<file path="src/rtl/mips_multicycle_control.sv">
// Multicycle MIPS control unit: a Moore FSM that sequences the datapath strobes and ALU code.
// Build option MCCTRL_BNE_EN adds the bne opcode (state BRANCHNE); without it bne is an illegal opcode.
module mips_multicycle_control #(
  parameter bit HALT_ON_ILLEGAL = 1'b0
) (
  input  logic       clk,
  input  logic       reset,
  input  logic [5:0] Op,
  input  logic [5:0] Funct,
  input  logic       Zero,
  output logic       IorD,
  output logic       MemWrite,
  output logic       IRWrite,
  output logic       RegDst,
  output logic       MemtoReg,
  output logic       RegWrite,
  output logic       ALUSrcA,
  output logic [1:0] ALUSrcB,
  output logic [2:0] ALUControl,
  output logic [1:0] PCSrc,
  output logic       PCEn,
  output logic       Halted
);

  localparam logic [5:0] OP_RTYPE = 6'b000000;
  localparam logic [5:0] OP_LW    = 6'b100011;
  localparam logic [5:0] OP_SW    = 6'b101011;
  localparam logic [5:0] OP_BEQ   = 6'b000100;
  localparam logic [5:0] OP_ADDI  = 6'b001000;
  localparam logic [5:0] OP_J     = 6'b000010;
`ifdef MCCTRL_BNE_EN
  localparam logic [5:0] OP_BNE   = 6'b000101;
`endif

  localparam logic [2:0] ALU_ADD = 3'b010;
  localparam logic [2:0] ALU_SUB = 3'b110;
  localparam logic [2:0] ALU_AND = 3'b000;
  localparam logic [2:0] ALU_OR  = 3'b001;
  localparam logic [2:0] ALU_SLT = 3'b111;
  localparam logic [2:0] ALU_NOR = 3'b100;

  typedef enum logic [3:0] {
    S_FETCH    = 4'd0,
    S_DECODE   = 4'd1,
    S_MEMADR   = 4'd2,
    S_MEMRD    = 4'd3,
    S_MEMWB    = 4'd4,
    S_MEMWR    = 4'd5,
    S_EXECUTE  = 4'd6,
    S_ALUWB    = 4'd7,
    S_BRANCH   = 4'd8,
    S_ADDIEXEC = 4'd9,
    S_ADDIWB   = 4'd10,
    S_JUMP     = 4'd11,
    S_HALT     = 4'd12,
    S_BRANCHNE = 4'd13
  } state_t;

  state_t state;
  logic   pcwrite;
  logic   branch;
  logic   branch_ne;

  always_ff @(posedge clk or posedge reset) begin
    if (reset) begin
      state <= S_FETCH;
    end else begin
      case (state)
        S_FETCH:  state <= S_DECODE;
        S_DECODE: begin
          case (Op)
            OP_LW, OP_SW: state <= S_MEMADR;
            OP_RTYPE:     state <= S_EXECUTE;
            OP_BEQ:       state <= S_BRANCH;
            OP_ADDI:      state <= S_ADDIEXEC;
            OP_J:         state <= S_JUMP;
`ifdef MCCTRL_BNE_EN
            OP_BNE:       state <= S_BRANCHNE;
`endif
            default:      state <= HALT_ON_ILLEGAL ? S_HALT : S_FETCH;
          endcase
        end
        S_MEMADR:   state <= (Op == OP_LW) ? S_MEMRD : S_MEMWR;
        S_MEMRD:    state <= S_MEMWB;
        S_MEMWB:    state <= S_FETCH;
        S_MEMWR:    state <= S_FETCH;
        S_EXECUTE:  state <= S_ALUWB;
        S_ALUWB:    state <= S_FETCH;
        S_BRANCH:   state <= S_FETCH;
        S_ADDIEXEC: state <= S_ADDIWB;
        S_ADDIWB:   state <= S_FETCH;
        S_JUMP:     state <= S_FETCH;
        S_HALT:     state <= S_HALT;
`ifdef MCCTRL_BNE_EN
        S_BRANCHNE: state <= S_FETCH;
`endif
        default:    state <= S_FETCH;
      endcase
    end
  end

  // Outputs decode from state alone, and are gated by reset so an aborted instruction stops at once.
  always_comb begin
    IorD       = 1'b0;
    MemWrite   = 1'b0;
    IRWrite    = 1'b0;
    RegDst     = 1'b0;
    MemtoReg   = 1'b0;
    RegWrite   = 1'b0;
    ALUSrcA    = 1'b0;
    ALUSrcB    = 2'b00;
    ALUControl = 3'b000;
    PCSrc      = 2'b00;
    Halted     = 1'b0;
    pcwrite    = 1'b0;
    branch     = 1'b0;
    branch_ne  = 1'b0;
    if (!reset) begin
      case (state)
        S_FETCH: begin
          IRWrite    = 1'b1;
          ALUSrcB    = 2'b01;
          ALUControl = ALU_ADD;
          pcwrite    = 1'b1;
        end
        S_DECODE: begin
          ALUSrcB    = 2'b11;
          ALUControl = ALU_ADD;
        end
        S_MEMADR, S_ADDIEXEC: begin
          ALUSrcA    = 1'b1;
          ALUSrcB    = 2'b10;
          ALUControl = ALU_ADD;
        end
        S_MEMRD: IorD = 1'b1;
        S_MEMWB: begin
          MemtoReg = 1'b1;
          RegWrite = 1'b1;
        end
        S_MEMWR: begin
          IorD     = 1'b1;
          MemWrite = 1'b1;
        end
        S_EXECUTE: begin
          ALUSrcA = 1'b1;
          case (Funct)
            6'b100000: ALUControl = ALU_ADD;
            6'b100010: ALUControl = ALU_SUB;
            6'b100100: ALUControl = ALU_AND;
            6'b100101: ALUControl = ALU_OR;
            6'b101010: ALUControl = ALU_SLT;
            6'b100111: ALUControl = ALU_NOR;
            default:   ALUControl = ALU_ADD;
          endcase
        end
        S_ALUWB: begin
          RegDst   = 1'b1;
          RegWrite = 1'b1;
        end
        S_BRANCH: begin
          ALUSrcA    = 1'b1;
          ALUControl = ALU_SUB;
          PCSrc      = 2'b01;
          branch     = 1'b1;
        end
`ifdef MCCTRL_BNE_EN
        S_BRANCHNE: begin
          ALUSrcA    = 1'b1;
          ALUControl = ALU_SUB;
          PCSrc      = 2'b01;
          branch_ne  = 1'b1;
        end
`endif
        S_ADDIWB: RegWrite = 1'b1;
        S_JUMP: begin
          PCSrc   = 2'b10;
          pcwrite = 1'b1;
        end
        S_HALT:  Halted = 1'b1;
        default: ;
      endcase
    end
  end

  assign PCEn = pcwrite | (branch & Zero) | (branch_ne & ~Zero);

endmodule

</file>
<file path="config.mk">
export PLATFORM = sky130hd
export DESIGN_NAME = mips_multicycle_control
export DESIGN_NICKNAME = d
export VERILOG_FILES = /design/src/rtl/mips_multicycle_control.sv
export SDC_FILE = /design/constraint.sdc
export NUM_CORES = 1
export LEC_CHECK = 0
export ABC_AREA = 1
export BUFFER_PORTS_ARGS = -buffer_cell sky130_fd_sc_hd__buf_4
export CAP_MARGIN = 20
export CORE_AREA = 5 5 42 44
export CTS_CLUSTER_SIZE = 20
export DETAILED_ROUTE_END_ITERATION = 8
export DIE_AREA = 0 0 47 49
export GPL_TIMING_DRIVEN = 1
export PLACE_DENSITY_LB_ADDON = 0.08
export SETUP_SLACK_MARGIN = 0.1
export SYNTH_ARGS = -nofsm -noshare
export SYNTH_HDL_FRONTEND = slang
export SYNTH_SLANG_ARGS = --single-unit
</file>
<file path="constraint.sdc">
create_clock -name clk -period 2.35 [get_ports clk]
set_input_delay 0.1175 -clock clk [delete_from_list [all_inputs] [get_ports clk]]
set_output_delay 0.1175 -clock clk [all_outputs]
set_load 0.01 [all_outputs]
</file>
[Word-level counts from Yosys, hierarchy flattened]
Cells that the tools add are included.
W data, S select, Z words.
Word-level totals
  bits in registers: 4
  bits in latches: 0
  RAM bits: 0
  ROM bits: 0
  input port bits: 15
  output and inout bits: 16
  word-level logic and storage cells: 64
  memories kept: 0
Operators by class
  $add $sub $neg: 0
  multiply operators: 0
  div/mod/pow operators: 0
  order comparisons: 0
  eq/ne operators: 22
  shifts and indexed selects: 0
  mux-type cells: 30
  bitwise gates (word level): 2
  reduce and logical (&&, ||, !) cells: 9
Operator list (count)
  $eq A6 B6 Y1 const B: 7
  $pmux W4 S7: 1
  $eq A4 B4 Y1 const B: 5
  $mux W1: 20
  $pmux W4 S5: 1
  $eq A4 B3 Y1 const B: 4
  $pmux W3 S5: 1
  $pmux W3 S3: 1
  $eq A4 B2 Y1 const B: 2
  $reduce_or A2 Y1: 4
  $reduce_or A4 Y1: 2
  $eq A6 B2 Y1 const B: 1
  $eq A6 B3 Y1 const B: 1
  $eq A6 B4 Y1 const B: 1
  $logic_not A6 Y1: 1
  $mux W3: 2
  $pmux W2 S3: 1
  $eq A4 B1 Y1 const B: 1
  $logic_not A4 Y1: 1
  $mux W2: 2
  $pmux W2 S2: 1
  $reduce_or A3 Y1: 1
  $and A1 B1 Y1: 1
  $or A1 B1 Y1: 1

[Longest topological paths before layout]
  word-level depth: 5
  gate-level depth with buffers: 7
  mapped depth without buffers: 6

[Least setup slack after synthesis]
OpenSTA, ideal clock, no wires.
  path kind: register to output
  start point: register state[1]
  end point: output PCEn
  arrival: 1.124 ns
  setup slack: 1.109 ns
  stages on the path, launching flop included: 7
  path buffers: 1
  cell sequence: dfrtp_1 > buf_6 > nor2_1 > inv_1 > nor2_1 > nand2_1 > nand2_1
Between the ends
  word-level cells in the longest chain between the ends: 5
  elaborated cells between the ends (all ways): 10
  those cells by class: eq/ne: 2; mux: 4; bitwise: 2; reduce/logical: 2
Ends and longest elaborated chain
  from (decl): line 59  | state_t state;
  from (signal assigned): line 80  | default: state <= HALT_ON_ILLEGAL ? S_HALT : S_FETCH;
  from (signal assigned): line 83  | S_MEMADR: state <= (Op == OP_LW) ? S_MEMRD : S_MEMWR;
  $eq A4 B4 Y1 or $logic_not A4 Y1 (tied branches): line 119  | case (state)
  $reduce_or A2 Y1 (no source line) or $mux W1 (tied branches)
  $mux W1, on equally long branches: line 119, 118
  $mux W1 or $and A1 B1 Y1 (tied branches): line 118, 185
  $or A1 B1 Y1 (*): line 185  | assign PCEn = pcwrite | (branch & Zero) | (branch_ne & ~Zero);
  to (decl): line 21  | output logic PCEn,
Every way passes the cells marked *; elsewhere a longest branch is shown, timed or not.

[Worst setup path after layout]
  start point: input reset
  end point: output ALUControl[2]
Between the ends
  word-level cells in the longest chain between the ends: 1
Ends and longest elaborated chain
  from (decl): line 7  | input logic reset,
  $mux W3: line 118  | if (!reset) begin
  to (decl): line 19  | output logic [2:0] ALUControl,
No other way between the ends.

==> out/summary.txt <==
status - finished, final reports clean
Yosys reg bits - 4
Syn Area/Cell - 5.45 um2
area grow syn2layout - 45.7%
clock sinks - 4
Fillers - 147
Post-DP HPWL - 1430 um
# hold bufs at CTS - 1
Post-synth EDFFs - 0
post-cts sizing count - 0
clock root cell - clkbuf_4
Iteration-0 DRC Markers - 19
fin crit share - 0.738
crit-path max FO - 8
Top delay family on crit path - buffers and inverters
Setup TNS Final - 0 ps
Biggest register - state
largest net degree at the start of global routing - 9
Site Rows - 14
Setup violations, final - 0
Post-CTS Setup Bufs - 0
Slew headroom - 0.807
critical path's slowest cell - dlygate4sd3_1
Mapped Area - 583 um2
most used cell, CP - buf_4
post-place setup slack - 1040 ps
CP max stage delay - 540 ps
initial antenna violation count - 0
register area - 100 um2
crit path cell chain - dlygate4sd3_1 > buf_4 > inv_1 > nand2_2 > nor2_4 > nand2_1 > o21ai_0 > buf_4
clk_skew - 12.8 ps
gpl congestion - 0.868
RSZ-0062 raised after global routing - false
Critical Path RT - 2230 ps
final slew viol count - 0
first-pass GRT wire length - 2570 um
CTS tree - yes
crit path kind - in2out
Combinational Power Share - 0.587
worst-skew pair later-pin latency - 250 ps
worst-case reg-to-reg path depth - 5
switching power - 0.235 mW
Core Region - 1400 um2
Avg WL per Cell - 10.8 um
CP Data Arrival Time - 1620 ps
DR vias/cell - 5.07
asr flop ratio synth - 1.00
sequential group share of total power - 0.231
worst hold path depth - 3
Worst Hold Class - in2reg
commonest non-fill, non-tap cells in the layout - buf_4 (30), nand2_1 (24), nor2_1 (24)
Worst Slack Setup Final - 616 ps
total track usage - 0.147
GRT overflow - 0
top_reg_cell synth - dfrtp_1
DR vias - 791
vias in the first global route - 680
H-tree Lvls - 1
top flop regs - state x4
post-synthesis sequential area ratio - 0.172
Tmin final - 1730 ps
number of flip-flops in the largest register - 4
Ys Warns - 0
Post-DRT Antenna Nets - 0
Clock Path Buffers - 2
CP Capture Type - output pin
crit path buf inv count - 4
Max VDD drop - 0.344 mV
Die ar. - 2300 um2
Die Span X - 47 um
layout cells sized above 1 - 0.300
# IOs - 31
Clock power frac - 0.181
n_diodes - 0
Initial Util - 0.416
f_max - 577 MHz
Pint - 0.261 mW
CTS Buf Count - 3
crit start category - primary input
multi-input combinational cell area - 412 um2
Slew @ Worst Pin - 289 ps
Leak - 0.478 nW
PwrDens - 584 nW/um2
Syn Nets - 122
Die Y - 49 um
commonest non-fill, non-tap cell in the layout - buf_4
Worst-path clk slew - 40 ps
# nets final - 157
iteration count of the initial detailed-routing pass - 4
final hold violation count - 0
Port Buf Inserts - 30
max-cap violation count - 0
Crit path depth - 8
Unique masters post-synth - 24
Mapped Cells - 107
drt total wl - 1690 um
switch share - 0.474
DRC violations left - 0
-- tightest hold or removal path, cell delays in order --
cell and delay, ps:
buf_4 110, o21ai_0 80, nand3_1 90
-- area by class of cell --
cell class,instances,share of cell area
sequential,4,0.118
tap,16,0.0236
inverter,16,0.0707
multi-input combinational,86,0.485
timing repair buffer,31,0.277
clock buffer,3,0.0265
-- cell usage after synthesis (2+ instances only) --
cell,count,area share
nand3_1,16,0.14
inv_2,2,0.013
dfrtp_1,4,0.17
o21ai_0,4,0.034
inv_1,14,0.090
nand2_1,24,0.15
nor2_2,3,0.032
nor2_1,24,0.15
-- routing by layer --
metal	track usage	vias to the layer above	wire [um]
li1	-	414	-
met1	0.166	354	669
met2	0.258	20	864
met3	0.0148	3	133
met4	0.0691	0	24
met5	0	-	0
-- kinds of logic after synthesis --
kind of cell | share of synthesized area
buffers and inverters | 0.122
AOI/OAI and AO/OA | 0.127
and+or+nand+nor | 0.579
DFF | 0.172
-- final timing paths --
check	startpoint	slack (ps)	to
max	reset	620	ALUControl[2]
min	Op[3]	180	state[2]
max reg2reg	state[1]	1170	state[2]
min reg2reg	state[3]	700	state[0]
max in group asynchronous	reset	1700	state[1]
min in group asynchronous	reset	410	state[0]
-- stage by stage --
stage               std cells  instance area (um2)  utilization  hold slack, ps  total power [mW]
finish                    156                  850        0.606             183             0.496
global route              156                  850        0.606             225             0.536
CTS                       156                  850        0.606             175             0.496
detailed placement        152                  817        0.583             117             0.406
global placement          152                  817        0.583             114             0.405
floorplan                 107                  583            -           -78.0             0.290
-- power groups by stage --
| stage | registers, mW | clock network (mW) | logic, mW |
|---|---|---|---|
| 3_3_place_gp | 0.113 | 0 | 0.291 |
| 4_1_cts | 0.113 | 0.0894 | 0.293 |
| 3_5_place_dp | 0.114 | 0 | 0.291 |
| 6_report | 0.115 | 0.0899 | 0.291 |
| 5_1_grt | 0.117 | 0.0914 | 0.328 |
| 2_1_floorplan | 0.107 | 0 | 0.184 |
Power figures use the tool's default switching activity.
